$ cat config.mk
export PLATFORM = sky130hd
export DESIGN_NAME = tmnt_layer_mixer_flat
export DESIGN_NICKNAME = d
export VERILOG_FILES = /design/src/rtl/tmnt_layer_mixer_if.sv /design/src/rtl/tmnt_layer_mixer.sv /design/src/flat_wrapper.sv
export SDC_FILE = /design/constraint.sdc
export NUM_CORES = 1
export LEC_CHECK = 0
export BUFFER_PORTS_ARGS = -buffer_cell sky130_fd_sc_hd__buf_2
export CORE_UTILIZATION = 46
export CTS_CLUSTER_SIZE = 30
export DETAILED_ROUTE_END_ITERATION = 7
export PLACE_DENSITY = 0.79
export RECOVER_POWER = 25
export SYNTH_ARGS = -nofsm -noshare
export SYNTH_HDL_FRONTEND = slang
export SYNTH_SLANG_ARGS = --single-unit
export TNS_END_PERCENT = 50
$ cat constraint.sdc
create_clock -name V6M -period 1.5 [get_ports V6M]
set_input_delay 0.15 -clock V6M [delete_from_list [all_inputs] [get_ports V6M]]
set_output_delay 0.15 -clock V6M [all_outputs]
set_load 0.1 [all_outputs]
$ cat src/rtl/tmnt_layer_mixer_if.sv
// ---------------------------------------------------------------------------
// tmnt_layer_mixer_if
//   Bundles the signals of the layer mixer that are not the clock or the reset.
//
//   CPU side : PRIOCS, NLWR, NREAD (active-low), CPU_DIN[7:0], CPU_DOUT[7:0]
//   Video    : NHBLK, NVBLK (active-low blanks)
//   Pixels   : FIX_PIX, LYRA_PIX, LYRB_PIX = {pal[2:0], col[3:0]}
//              OBJ_PIX = {pal[3:0], col[3:0]}, OBJ_PRI, OBJ_SHADOW
//   Results  : CD[9:0] = {src[1:0], pal[3:0], col[3:0]}, SHADOW, NCBLK
//
//   master : drives the CPU bus and the pixel inputs (board / testbench)
//   slave  : the mixer itself
// ---------------------------------------------------------------------------
interface tmnt_layer_mixer_if;
    logic       PRIOCS;
    logic       NLWR;
    logic       NREAD;
    logic [7:0] CPU_DIN;
    logic [7:0] CPU_DOUT;
    logic       NHBLK;
    logic       NVBLK;
    logic [6:0] FIX_PIX;
    logic [6:0] LYRA_PIX;
    logic [6:0] LYRB_PIX;
    logic [7:0] OBJ_PIX;
    logic       OBJ_PRI;
    logic       OBJ_SHADOW;
    logic [9:0] CD;
    logic       SHADOW;
    logic       NCBLK;

    modport master (
        output PRIOCS, NLWR, NREAD, CPU_DIN,
        output NHBLK, NVBLK,
        output FIX_PIX, LYRA_PIX, LYRB_PIX, OBJ_PIX, OBJ_PRI, OBJ_SHADOW,
        input  CPU_DOUT, CD, SHADOW, NCBLK
    );

    modport slave (
        input  PRIOCS, NLWR, NREAD, CPU_DIN,
        input  NHBLK, NVBLK,
        input  FIX_PIX, LYRA_PIX, LYRB_PIX, OBJ_PIX, OBJ_PRI, OBJ_SHADOW,
        output CPU_DOUT, CD, SHADOW, NCBLK
    );
endinterface

$ cat src/rtl/tmnt_layer_mixer.sv
// ---------------------------------------------------------------------------
// tmnt_layer_mixer
//   Priority mixer in front of the palette stage. Resolves fix / tile A /
//   tile B / sprite priority and sprite shadow, producing the palette index
//   CD, the SHADOW flag and the composite blank NCBLK.
//
//   Ports:
//     V6M    - pixel clock, rising edge
//     NRESET - asynchronous active-low reset
//     bus    - tmnt_layer_mixer_if.slave (CPU bus, blanks, pixels, results)
//
//   The CPU writes a pending priority byte at any time; it becomes active on
//   the falling edge of NVBLK so a frame is never mixed with two modes.
//   Active byte: [0] swap A/B, [1] sprite low-priority enable,
//                [2] shadow enable, [3] fix disable, [7:4] stored only.
//   Pixel path is two registers deep: input capture, then the mixed result.
// ---------------------------------------------------------------------------
module tmnt_layer_mixer (
    input  logic                 V6M,
    input  logic                 NRESET,
    tmnt_layer_mixer_if.slave    bus
);

    typedef enum logic [1:0] {
        SRC_FIX = 2'b00,
        SRC_A   = 2'b01,
        SRC_B   = 2'b10,
        SRC_OBJ = 2'b11
    } src_e;

    // -----------------------------------------------------------------------
    // Priority register: pending (CPU side) and active (video side)
    // -----------------------------------------------------------------------
    logic [7:0] pend;
    logic [7:0] act;
    logic       nvblk_d;

    // NOTE: sequential state uses non-blocking assignments so every register
    // samples the pre-edge values; this is what lets act take the old pend
    // even when a CPU write lands in pend on the same edge.
    always_ff @(posedge V6M or negedge NRESET) begin
        if (!NRESET) begin
            pend    <= 8'h00;
            act     <= 8'h00;
            nvblk_d <= 1'b0;
        end else begin
            nvblk_d <= bus.NVBLK;
            if (!bus.PRIOCS && !bus.NLWR)
                pend <= bus.CPU_DIN;
            // nvblk_d resets low, so leaving reset with NVBLK low is no edge
            if (nvblk_d && !bus.NVBLK)
                act <= pend;
        end
    end

    assign bus.CPU_DOUT = (!bus.PRIOCS && !bus.NREAD) ? act : 8'h00;

    // -----------------------------------------------------------------------
    // Stage 1: capture pixels and the combined blank
    // -----------------------------------------------------------------------
    logic [6:0] s1_fix;
    logic [6:0] s1_lyra;
    logic [6:0] s1_lyrb;
    logic [7:0] s1_obj;
    logic       s1_obj_pri;
    logic       s1_obj_shadow;
    logic       s1_blank_n;

    always_ff @(posedge V6M or negedge NRESET) begin
        if (!NRESET) begin
            s1_fix        <= 7'h00;
            s1_lyra       <= 7'h00;
            s1_lyrb       <= 7'h00;
            s1_obj        <= 8'h00;
            s1_obj_pri    <= 1'b0;
            s1_obj_shadow <= 1'b0;
            s1_blank_n    <= 1'b0;
        end else begin
            s1_fix        <= bus.FIX_PIX;
            s1_lyra       <= bus.LYRA_PIX;
            s1_lyrb       <= bus.LYRB_PIX;
            s1_obj        <= bus.OBJ_PIX;
            s1_obj_pri    <= bus.OBJ_PRI;
            s1_obj_shadow <= bus.OBJ_SHADOW;
            s1_blank_n    <= bus.NHBLK & bus.NVBLK;
        end
    end

    // -----------------------------------------------------------------------
    // Stage 2: priority resolve
    // -----------------------------------------------------------------------
    logic       swap;
    logic       objpri_en;
    logic       shadow_en;
    logic       fix_dis;

    assign swap      = act[0];
    assign objpri_en = act[1];
    assign shadow_en = act[2];
    assign fix_dis   = act[3];

    logic [9:0] fix_cd;
    logic [9:0] front_cd;
    logic [9:0] back_cd;
    logic [9:0] obj_cd;
    logic       fix_op;
    logic       front_op;
    logic       obj_op;
    logic       obj_vis;     // opaque ordinary sprite, can be selected
    logic       obj_shd;     // opaque shadow sprite with shadowing enabled
    logic       obj_low;

    assign fix_cd = {SRC_FIX, 1'b0, s1_fix};
    assign obj_cd = {SRC_OBJ, s1_obj};

    // Tile palettes are 3 bits; the extra zero widens them to the 4-bit field.
    assign front_cd = swap ? {SRC_B, 1'b0, s1_lyrb} : {SRC_A, 1'b0, s1_lyra};
    assign back_cd  = swap ? {SRC_A, 1'b0, s1_lyra} : {SRC_B, 1'b0, s1_lyrb};

    assign fix_op   = (s1_fix[3:0] != 4'h0) && !fix_dis;
    assign front_op = (front_cd[3:0] != 4'h0);
    assign obj_op   = (s1_obj[3:0] != 4'h0);
    // With shadowing disabled a shadow sprite simply vanishes.
    assign obj_vis  = obj_op && !s1_obj_shadow;
    assign obj_shd  = obj_op && s1_obj_shadow && shadow_en;
    assign obj_low  = objpri_en && s1_obj_pri;

    // The back layer is the last resort: a transparent back pixel already has
    // col = 0, which is exactly the backdrop encoding {src, pal, 4'h0}.
    logic [9:0] cd_nxt;
    logic       shadow_nxt;

    // NOTE: outputs are given defaults first so no path leaves them unassigned
    // (otherwise the tool infers latches for the combinational result).
    always_comb begin
        cd_nxt     = 10'h000;
        shadow_nxt = 1'b0;
        if (!s1_blank_n) begin
            cd_nxt     = 10'h000;
            shadow_nxt = 1'b0;
        end else if (fix_op) begin
            cd_nxt = fix_cd;
        end else if (obj_low) begin
            if (front_op) begin
                cd_nxt = front_cd;
            end else if (obj_vis) begin
                cd_nxt = obj_cd;
            end else begin
                shadow_nxt = obj_shd;
                cd_nxt     = back_cd;
            end
        end else begin
            if (obj_vis) begin
                cd_nxt = obj_cd;
            end else begin
                // A shadow sprite at the top rank darkens whatever is beneath.
                shadow_nxt = obj_shd;
                cd_nxt     = front_op ? front_cd : back_cd;
            end
        end
    end

    logic [9:0] cd_q;
    logic       shadow_q;
    logic       ncblk_q;

    always_ff @(posedge V6M or negedge NRESET) begin
        if (!NRESET) begin
            cd_q     <= 10'h000;
            shadow_q <= 1'b0;
            ncblk_q  <= 1'b0;
        end else begin
            cd_q     <= cd_nxt;
            shadow_q <= shadow_nxt;
            ncblk_q  <= s1_blank_n;
        end
    end

    assign bus.CD     = cd_q;
    assign bus.SHADOW = shadow_q;
    assign bus.NCBLK  = ncblk_q;

endmodule

$ cat src/flat_wrapper.sv
// flat-port wrapper written by rule: the top's interface ports become plain ports
module tmnt_layer_mixer_flat 
  (V6M, NRESET, bus_PRIOCS, bus_NLWR, bus_NREAD, bus_CPU_DIN, bus_NHBLK, bus_NVBLK, bus_FIX_PIX, bus_LYRA_PIX, bus_LYRB_PIX, bus_OBJ_PIX, bus_OBJ_PRI, bus_OBJ_SHADOW, bus_CPU_DOUT, bus_CD, bus_SHADOW, bus_NCBLK);
  tmnt_layer_mixer_if bus_i ();
  input  logic V6M;
  input  logic NRESET;
  input wire logic [$bits(bus_i.PRIOCS)-1:0] bus_PRIOCS;
  input wire logic [$bits(bus_i.NLWR)-1:0] bus_NLWR;
  input wire logic [$bits(bus_i.NREAD)-1:0] bus_NREAD;
  input wire logic [$bits(bus_i.CPU_DIN)-1:0] bus_CPU_DIN;
  input wire logic [$bits(bus_i.NHBLK)-1:0] bus_NHBLK;
  input wire logic [$bits(bus_i.NVBLK)-1:0] bus_NVBLK;
  input wire logic [$bits(bus_i.FIX_PIX)-1:0] bus_FIX_PIX;
  input wire logic [$bits(bus_i.LYRA_PIX)-1:0] bus_LYRA_PIX;
  input wire logic [$bits(bus_i.LYRB_PIX)-1:0] bus_LYRB_PIX;
  input wire logic [$bits(bus_i.OBJ_PIX)-1:0] bus_OBJ_PIX;
  input wire logic [$bits(bus_i.OBJ_PRI)-1:0] bus_OBJ_PRI;
  input wire logic [$bits(bus_i.OBJ_SHADOW)-1:0] bus_OBJ_SHADOW;
  output wire logic [$bits(bus_i.CPU_DOUT)-1:0] bus_CPU_DOUT;
  output wire logic [$bits(bus_i.CD)-1:0] bus_CD;
  output wire logic [$bits(bus_i.SHADOW)-1:0] bus_SHADOW;
  output wire logic [$bits(bus_i.NCBLK)-1:0] bus_NCBLK;
  assign bus_i.PRIOCS = bus_PRIOCS;
  assign bus_i.NLWR = bus_NLWR;
  assign bus_i.NREAD = bus_NREAD;
  assign bus_i.CPU_DIN = bus_CPU_DIN;
  assign bus_i.NHBLK = bus_NHBLK;
  assign bus_i.NVBLK = bus_NVBLK;
  assign bus_i.FIX_PIX = bus_FIX_PIX;
  assign bus_i.LYRA_PIX = bus_LYRA_PIX;
  assign bus_i.LYRB_PIX = bus_LYRB_PIX;
  assign bus_i.OBJ_PIX = bus_OBJ_PIX;
  assign bus_i.OBJ_PRI = bus_OBJ_PRI;
  assign bus_i.OBJ_SHADOW = bus_OBJ_SHADOW;
  assign bus_CPU_DOUT = bus_i.CPU_DOUT;
  assign bus_CD = bus_i.CD;
  assign bus_SHADOW = bus_i.SHADOW;
  assign bus_NCBLK = bus_i.NCBLK;
  tmnt_layer_mixer u_core (.V6M(V6M), .NRESET(NRESET), .bus(bus_i));
endmodule
# ---- Word level (Yosys, flattened, before mapping)
# Cells that the tools add are included.
dict set report word_totals {
  ff_bits 61
  input_bits 46
  wordCells 46
  output_inout_bits 20
}
dict set report classes {
  muxes 15
  bitwise_logic 1
  reduce_logical 17
}
# operator n
set op_table {}
lappend op_table {{10-bit two-way mux} 9}
lappend op_table {{4-bit nonzero test} 3}
lappend op_table {{1-bit logical AND} 8}
lappend op_table {{8-bit two-way mux} 1}
lappend op_table {{1-bit logical NOT} 6}
lappend op_table {{1-bit two-way mux} 5}
lappend op_table {{1-bit AND} 1}

# ---- Logic depth before layout (Yosys ltp)
# Gate-level depths: netlist of run 1.
dict set report logic_depth {
  ltp_word 8
  depth_mapped 5
  mapped_depth_nobuf 4
}

# ---- Worst setup path after synthesis of run 1
# OpenSTA, ideal clock, no wires.
dict set report synth_timing {
  path_kind {flip-flop to output port}
  start {register u_core.act[3]}
  end {output bus_CPU_DOUT[3]}
  path_stages_with_launch 3
  path_slack_ns -1.104
  path_buffers 0
  required_time_ns 1.350
  t_arrival_ns 2.454
  cell_sequence {dfrtp_1 -> inv_1 -> nor3_1}
}
dict set report synth_between {
  elab_chain_len 1
}
# element line
set synth_lines {}
lappend synth_lines {{start, declared} tmnt_layer_mixer.sv:35} ;# logic [7:0] act;
lappend synth_lines {{start signal, assigned} tmnt_layer_mixer.sv:52} ;# act <= pend;
lappend synth_lines {{8-bit two-way mux} tmnt_layer_mixer.sv:56} ;# assign bus.CPU_DOUT = (!bus.PRIOCS && !bus.NREAD) ? act : 8'h00;
lappend synth_lines {{end, declared} flat_wrapper.sv:19} ;# output wire logic [$bits(bus_i.CPU_DOUT)-1:0] bus_CPU_DOUT;
# No other way between the ends.

# ---- Worst setup path in the final report of run 1
dict set report layout_timing {
  start {register u_core.s1_lyrb[0]}
  end {register u_core.cd_q[6], in the netlist u_core.bus.CD[6]}
}
dict set report layout_between {
  elab_chain_len 7
  elab_cells_between_ends 8
  cone_classes {7 x mux; 1 x reduce/logical}
}
# element line
set layout_lines {}
lappend layout_lines {{start, declared} tmnt_layer_mixer.sv:63} ;# logic [6:0] s1_lyrb;
lappend layout_lines {{start signal, assigned} tmnt_layer_mixer.sv:81} ;# s1_lyrb <= bus.LYRB_PIX;
lappend layout_lines {{10-bit two-way mux (*)} tmnt_layer_mixer.sv:117} ;# assign front_cd = swap ? {SRC_B, 1'b0, s1_lyrb} : {SRC_A, 1'b0, s1_lyra};
lappend layout_lines {{4-bit nonzero test (*)} tmnt_layer_mixer.sv:121} ;# assign front_op = (front_cd[3:0] != 4'h0);
lappend layout_lines {{10-bit two-way mux} tmnt_layer_mixer.sv:158} ;# cd_nxt = front_op ? front_cd : back_cd;
lappend layout_lines {{10-bit two-way mux} tmnt_layer_mixer.sv:153} ;# if (obj_vis) begin
lappend layout_lines {{10-bit two-way mux (*)} tmnt_layer_mixer.sv:143} ;# end else if (obj_low) begin
lappend layout_lines {{10-bit two-way mux (*)} tmnt_layer_mixer.sv:141} ;# end else if (fix_op) begin
lappend layout_lines {{10-bit two-way mux (*)} tmnt_layer_mixer.sv:138} ;# if (!s1_blank_n) begin
lappend layout_lines {{net u_core.cd_nxt[6]} tmnt_layer_mixer.sv:130} ;# logic [9:0] cd_nxt;
lappend layout_lines {{end signal, assigned} tmnt_layer_mixer.sv:173} ;# cd_q <= cd_nxt;
lappend layout_lines {{end, declared} tmnt_layer_mixer.sv:163} ;# logic [9:0] cd_q;
# Mark *: on every way through the listed nets, which the timed path passes. The rest lies on a longest branch.
# A chain may end at the register's enable or synchronous reset.

==> results.sh, run 1 <==
export IMPL_cts_sinks=61
export IMPL_h_tree_levels=3
export IMPL_async_reset_ff_share_pct=100
export IMPL_synth_edff_count=0
export IMPL_crit_path_cell_trace="nor4_4, mux2i_4, or3_1, a31oi_1"
export IMPL_startpoint_of_the_lowest_slack_register_to_register_path="u_core.s1_lyrb[0]"
export IMPL_post_detailed_route_drc_marker_count=0
export IMPL_num_antenna_cells=0
export IMPL_die_area_um2=5440
export IMPL_hold_viol_final=0
export IMPL_timing_critical_path_to_type="flip-flop"
export IMPL_relSlewSlack_pct=66.7
export IMPL_worst_hold_path_type="in -> reg"
export IMPL_cts_bufs_inserted=9
export IMPL_syn_to_final_growth_pct=54.3
export IMPL_drt_total_wl_mm=5.33
export IMPL_yosysSeqAreaShare_pct=64.4
export IMPL_die_width_um=73.8
export IMPL_clock_path_buffers=2
export IMPL_globalRouteOverflowTotal=0
export IMPL_cp_max_fo=7
export IMPL_first_iter_violations=142
export IMPL_unrepaired_setup_endpoints_after_global_routing="yes"
export IMPL_place_congestion=0.830
export IMPL_tritoncts_clock_tree="done"
export IMPL_finalSetupTns_ns=-0.488
export IMPL_critical_r2r_capture="u_core.bus.CD[6]"
export IMPL_mappedNetlistArea_um2=2370
export IMPL_synth_cells=173
export IMPL_rows=25
export IMPL_final_seq_area_um2=1530
export IMPL_min_delay_worst_endpoint="u_core.s1_blank_n"
export IMPL_primary_flip_flop_cell_chosen_by_synthesis_mapping="dfrtp_1"
export IMPL_cp_arrival_ns=1.84
export IMPL_yosys_warnings=0
export IMPL_port_buffers=65
export IMPL_cp_start_kind="flip-flop"
export IMPL_dp_worst_setup_slack_ns=-0.200
export IMPL_groute_usage_overall_pct=22.1
export IMPL_synthesized_net_count=219
export IMPL_floorplan_io_pins=66
export IMPL_synth_lib_cells_used_distinct=25
export IMPL_clock_latency_ns=0.32
export IMPL_die_height_um=73.8
export IMPL_worst_case_setup_margin_in_the_final_layout_ns=-0.107
export IMPL_antenna_left=0
export IMPL_skew_ns=0.00981
export IMPL_global_route_wire_length_before_repair_mm=8.47
export IMPL_design_final_nets=346
export IMPL_setup_worst_path_class="reg -> reg"
export IMPL_cts_root_buffer_cell="clkbuf_8"
export IMPL_hold_start="bus_NHBLK"
export IMPL_irDropWorstVdd_v=0.00107
export IMPL_drive_gt1_share_pct=41.9
export IMPL_cpMaxStageDelayCell="dfrtp_1"
export IMPL_cts_clk_slew_worst_paths_ns=0.06
export IMPL_total_leakage_power_nw=1.70
export IMPL_antenna_found_initial=0
export IMPL_numPlacedInstances=318
export IMPL_slew_violations=0
export IMPL_grt_pass1_vias=1874
export IMPL_period_minus_slack_ns=1.61
export IMPL_hpwl_mm=3.34
export IMPL_wire_per_inst_um=14.4
export IMPL_required_ns=1.73
export IMPL_finalCoreUtilization_pct=75.4
export IMPL_synth_seq_cells=61
export IMPL_final_number_of_setup_violating_endpoints=11
export IMPL_failed_checks="negative setup slack"
export IMPL_dr_pass1_iters=4
export IMPL_effective_utilization_at_floorplan_pct=48.9
export IMPL_regToRegSetupSlack_ns=-0.11
export IMPL_powerDensity_nw_per_um2=1180
export IMPL_whs_path_cells=2
export IMPL_r2r_worst_path_cells=4
export IMPL_detailed_route_vias_per_instance=4.94
export IMPL_power_total_w=0.00430
export IMPL_status="complete, but fails checks"
export IMPL_avgSynthCellArea_um2=13.7
export IMPL_multiInputGateArea_um2=860
export IMPL_final_min_period_over_clock_period_pct=107
export IMPL_fin_cells=370
export IMPL_crit_path_max_incr_delay_ns=0.41
export IMPL_number_of_vias_after_detailed_routing=1828
export IMPL_core_box_area_um2=4850
export IMPL_tightest_slew_ns=0.498
export IMPL_grt_max_degree=62
export IMPL_drv_max_cap_violation_count=0
export IMPL_max_freq_mhz=622
export IMPL_n_fill_cell=301
logic make-up after synthesis:
family	count (synthesis)	share of synthesized area, %
flops	61	64.4
simple gates	38	10.1
mux	31	13.9
compound gates	35	10.0
buf+inv	8	1.53
critical path, delay by kind of cell, from the launching register on:
kind	cells	cell delay [ns]
compound gates	1	0.19
flops	1	0.41
mux	1	0.16
simple gates	2	0.75
per-layer routing:
metal	global-route usage (%)	up-vias	part of all wire, %
li1	-	871	-
met1	25.8	894	41
met2	38.0	57	53
met3	6.31	6	4.7
met4	8.97	0	1.4
met5	0	-	0
repair_timing:
action,CTS,global route
pin swaps,11,10
endpoints found under the setup margin,10,11
buffers inserted,3,2
hold buffers,33,0
hold endpoints to repair,93,0
gates resized for setup,6,1
placed cells by master (no fill, tap or decap):
master / instances
mux2_2: 16
nor2_2: 1
a21oi_1: 2
a31oi_1: 7
mux2i_4: 1
dfrtp_1: 61
clkbuf_1: 2
o21a_1: 4
nand2_1: 5
mux2i_1: 14
a21o_1: 1
o211ai_1: 3
buf_12: 11
nor3_4: 1
nor3b_2: 1
nor4_4: 3
and2_1: 8
clkinv_2: 1
clkbuf_8: 13
nor2b_1: 6
dlygate4sd3_1: 33
or3_1: 7
o41ai_4: 1
nor4_1: 1
a21oi_2: 1
buf_4: 22
nand3_1: 1
nor2_1: 4
o21ai_0: 13
inv_1: 1
buf_2: 55
o31a_1: 3
report_power, final:
part / switching, W / leakage [nW] / internal (W) / total, W
Sequential: 0.0000871 / 0.737 / 0.00179 / 0.00188
Clock: 0.000559 / 0.0974 / 0.000759 / 0.00132
Combinational: 0.000621 / 0.861 / 0.000481 / 0.00110
worst max-delay path by stage:
stage                      start               end  slack [ns]  depth (start not counted)
2_1_floorplan      u_core.act[0]   bus_CPU_DOUT[0]       -0.05                          3
3_3_place_gp   u_core.s1_lyra[0]  u_core.bus.CD[2]       -0.16                          4
3_5_place_dp   u_core.s1_lyra[0]  u_core.bus.CD[0]       -0.20                          4
4_1_cts        u_core.s1_lyrb[3]  u_core.bus.CD[5]       -0.06                          4
5_1_grt        u_core.s1_lyrb[0]  u_core.bus.CD[6]       -0.17                          4
6_report       u_core.s1_lyrb[0]  u_core.bus.CD[6]       -0.11                          4
synth_stat cells, types with 4 or more instances:
cell type / n / area [µm²]
mux2i_1: 15 / 150
or3_1: 7 / 43.8
o21ai_0: 13 / 65.1
nor2_1: 5 / 18.8
nand2_1: 5 / 18.8
mux2_2: 16 / 180
o21a_1: 4 / 30.0
nor2b_1: 6 / 37.5
dfrtp_1: 61 / 1530
and2_1: 8 / 50.1
a31oi_1: 7 / 43.8
buf_2: 5 / 25.0
through the flow:
| step | cell area, µm² | hold WS, ns |
|---|---|---|
| floorplan | 2380 | -0.146 |
| global placement | 3070 | 0.173 |
| detailed placement | 3070 | 0.175 |
| CTS | 3640 | 0.0421 |
| global route | 3660 | 0.0460 |
| finish | 3660 | 0.0497 |
flip-flops by register name, summed over array words and instances (netlist names):
| signal | count |
|---|---|
| u_core.pend | 8 |
| u_core.s1_obj | 8 |
| u_core.s1_obj_shadow | 1 |
| u_core.s1_lyra | 7 |
| u_core.act | 8 |
| u_core.nvblk_d | 1 |
| u_core.s1_lyrb | 7 |
| u_core.s1_fix | 7 |
| u_core.bus.SHADOW | 1 |
| u_core.s1_obj_pri | 1 |
| u_core.bus.CD | 10 |
| u_core.bus.NCBLK | 1 |
| u_core.s1_blank_n | 1 |
layout make-up:
cell class / instances / share of cell area [%]
tap: 67 / 2.29
inverter: 1 / 0.103
timing repair buffer: 123 / 27.3
multi-input combinational: 104 / 23.5
clock inverter: 1 / 0.137
sequential: 61 / 41.8
clock buffer: 13 / 4.89
(Power assumes the default switching activity.)
==> run 2: changes to the inputs <==
- CORE_MARGIN: unset -> 5
- CORE_UTILIZATION: 46 -> 55
- PLACE_DENSITY: 0.79 -> 0.88
- clock period: 1.5 -> 2 ns (I/O delays scaled with it)
==> results.sh, run 2 (same netlist as run 1, synthesis figures left out) <==
export IMPL_status="complete, no violations"
export IMPL_combinational_power_share_pct=19.8
export IMPL_antenna_found_initial=0
export IMPL_numPlacedInstances=287
export IMPL_slew_violations=0
export IMPL_num_antenna_cells=0
export IMPL_rows=23
export IMPL_h_tree_levels=3
export IMPL_drv_max_cap_violation_count=0
export IMPL_cts_bufs_inserted=9
export IMPL_cp_start_kind="flip-flop"
export IMPL_effective_utilization_at_floorplan_pct=58.0
export IMPL_drt_total_wl_mm=5.92
export IMPL_groute_usage_overall_pct=24.5
export IMPL_unrepaired_setup_endpoints_after_global_routing="no"
export IMPL_global_route_wire_length_before_repair_mm=9.89
export IMPL_design_final_nets=327
export IMPL_cp_max_fo=16
export IMPL_largest_reg_flops=10
export IMPL_globalRouteOverflowTotal=0
export IMPL_finalSetupTns_ns=0
export IMPL_worst_case_setup_margin_in_the_final_layout_ns=0.194
export IMPL_cp_arrival_ns=1.61
export IMPL_setup_worst_path_class="reg -> out"
export IMPL_die_height_um=75.6
export IMPL_internal_power_of_the_cells_w=0.00259
export IMPL_clock_latency_ns=0.34
export IMPL_die_width_um=75.6
export IMPL_irDropWorstVdd_v=0.000710
export IMPL_cts_clk_slew_worst_paths_ns=0.07
export IMPL_post_cts_buffers=0
export IMPL_cts_sinks=61
export IMPL_place_congestion=0.898
export IMPL_number_of_vias_after_detailed_routing=1821
export IMPL_antenna_left=0
export IMPL_regToRegSetupSlack_ns=0.20
export IMPL_max_freq_mhz=554
export IMPL_finalCoreUtilization_pct=82.7
export IMPL_port_buffers=65
export IMPL_period_minus_slack_ns=1.81
export IMPL_final_min_period_over_clock_period_pct=90.3
export IMPL_hold_viol_final=0
export IMPL_startpoint_of_the_lowest_slack_register_to_register_path="u_core.s1_lyra[0]"
export IMPL_wire_per_inst_um=17.7
export IMPL_drive_gt1_share_pct=36.8
export IMPL_first_iter_violations=176
export IMPL_clock_path_buffers=2
export IMPL_final_number_of_setup_violating_endpoints=0
export IMPL_r2r_worst_path_cells=4
export IMPL_powerDensity_nw_per_um2=1050
export IMPL_core_box_area_um2=4090
export IMPL_worst_hold_path_type="in -> reg"
export IMPL_hpwl_mm=3.62
export IMPL_grt_pass1_vias=2042
export IMPL_dp_worst_setup_slack_ns=0.277
export IMPL_dr_pass1_iters=4
export IMPL_grt_max_degree=62
export IMPL_switching_part_of_the_total_power_pct=27.3
export IMPL_post_detailed_route_drc_marker_count=0
export IMPL_required_ns=1.80
export IMPL_die_area_um2=5720
export IMPL_total_leakage_power_nw=1.59
export IMPL_seq_power_share_pct=39.9
export IMPL_skew_ns=0.00770
export IMPL_fin_cells=335
export IMPL_floorplan_io_pins=66
export IMPL_tightest_slew_ns=1.27
export IMPL_relSlewSlack_pct=15.5
export IMPL_syn_to_final_growth_pct=42.7
export IMPL_whs_path_cells=2
export IMPL_tritoncts_clock_tree="done"
export IMPL_critical_r2r_capture="u_core.bus.CD[0]"
export IMPL_most_frequent_cells_in_the_layout="buf_2, dfrtp_1, dlygate4sd3_1"
export IMPL_mostFrequentLayoutCell="buf_2"
export IMPL_detailed_route_vias_per_instance=5.44
export IMPL_switching_power_w=0.000972
export IMPL_hold_start="bus_NHBLK"
export IMPL_clock_power_share_pct=40.3
export IMPL_min_delay_worst_endpoint="u_core.s1_blank_n"
export IMPL_cts_root_buffer_cell="clkbuf_8"
export IMPL_timing_critical_path_to_type="primary output"
## run 2: cell types whose count changed in the layout (fill, tap and decap cells not counted), sizes merged
cell	change
clkbuf	-2
bufinv	+4
buf	-19
clkinv	-1
## run 2: final cells by class
class / instances / area [µm²]
clock buffers: 11 / 141
well taps: 50 / 62.6
repair buffers: 104 / 711
multi-input cells: 104 / 816
fillers: 228 / 706
inverters: 1 / 3.75
clock inverters: 4 / 120
flip-flops and latches: 61 / 1530
## run 2: timing repair
action | CTS | global route
setup endpoints to repair | 0 | 1
gates resized for setup | 0 | 1
hold buffers | 33 | 0
hold endpoints to repair | 93 | 0
## run 2: power groups by stage
stage | Combinational [W] | Sequential [W] | Clock, W
2_1_floorplan | 0.000374 | 0.00153 | 0
3_3_place_gp | 0.000634 | 0.00143 | 0
3_5_place_dp | 0.000647 | 0.00144 | 0
4_1_cts | 0.000703 | 0.00142 | 0.00146
5_1_grt | 0.000752 | 0.00143 | 0.00153
6_report | 0.000705 | 0.00142 | 0.00144
## run 2: per-stage QoR
stage | instance area, µm² | total power, W | hold WS, ns
2_1_floorplan | 2370 | 0.00190 | -0.0956
3_3_place_gp | 2800 | 0.00207 | 0.224
3_5_place_dp | 2800 | 0.00209 | 0.225
4_1_cts | 3390 | 0.00358 | 0.0662
5_1_grt | 3380 | 0.00371 | 0.0635
6_report | 3380 | 0.00356 | 0.0801
## run 2: layer usage
| metal | vias to the layer above | GRT usage (%) | share of wire (%) |
|---|---|---|---|
| met3 | 20 | 11.3 | 8.8 |
| met1 | 880 | 27.5 | 38 |
| met4 | 0 | 10.9 | 3.1 |
| met5 | - | 0 | 0 |
| met2 | 89 | 40.0 | 50 |
| li1 | 832 | - | - |
## run 2: critical path, stage by stage (launching register included)
cell,delay (ns)
dfrtp_1,0.50
buf_4,0.34
and2_1,0.23
buf_12,0.19
## run 2: how the worst max path moves through the flow
stage / slack, ns / depth (start not counted) / startpoint / end
4_1_cts: 0.17 / 4 / u_core.s1_lyra[0] / u_core.bus.CD[0]
3_5_place_dp: 0.28 / 4 / u_core.s1_lyra[0] / u_core.bus.CD[0]
5_1_grt: 0.08 / 4 / u_core.s1_lyra[0] / u_core.bus.CD[9]
2_1_floorplan: 0.19 / 2 / u_core.act[3] / bus_CPU_DOUT[3]
3_3_place_gp: 0.43 / 4 / u_core.s1_lyrb[0] / u_core.bus.CD[1]
6_report: 0.19 / 3 / u_core.act[0] / bus_CPU_DOUT[0]
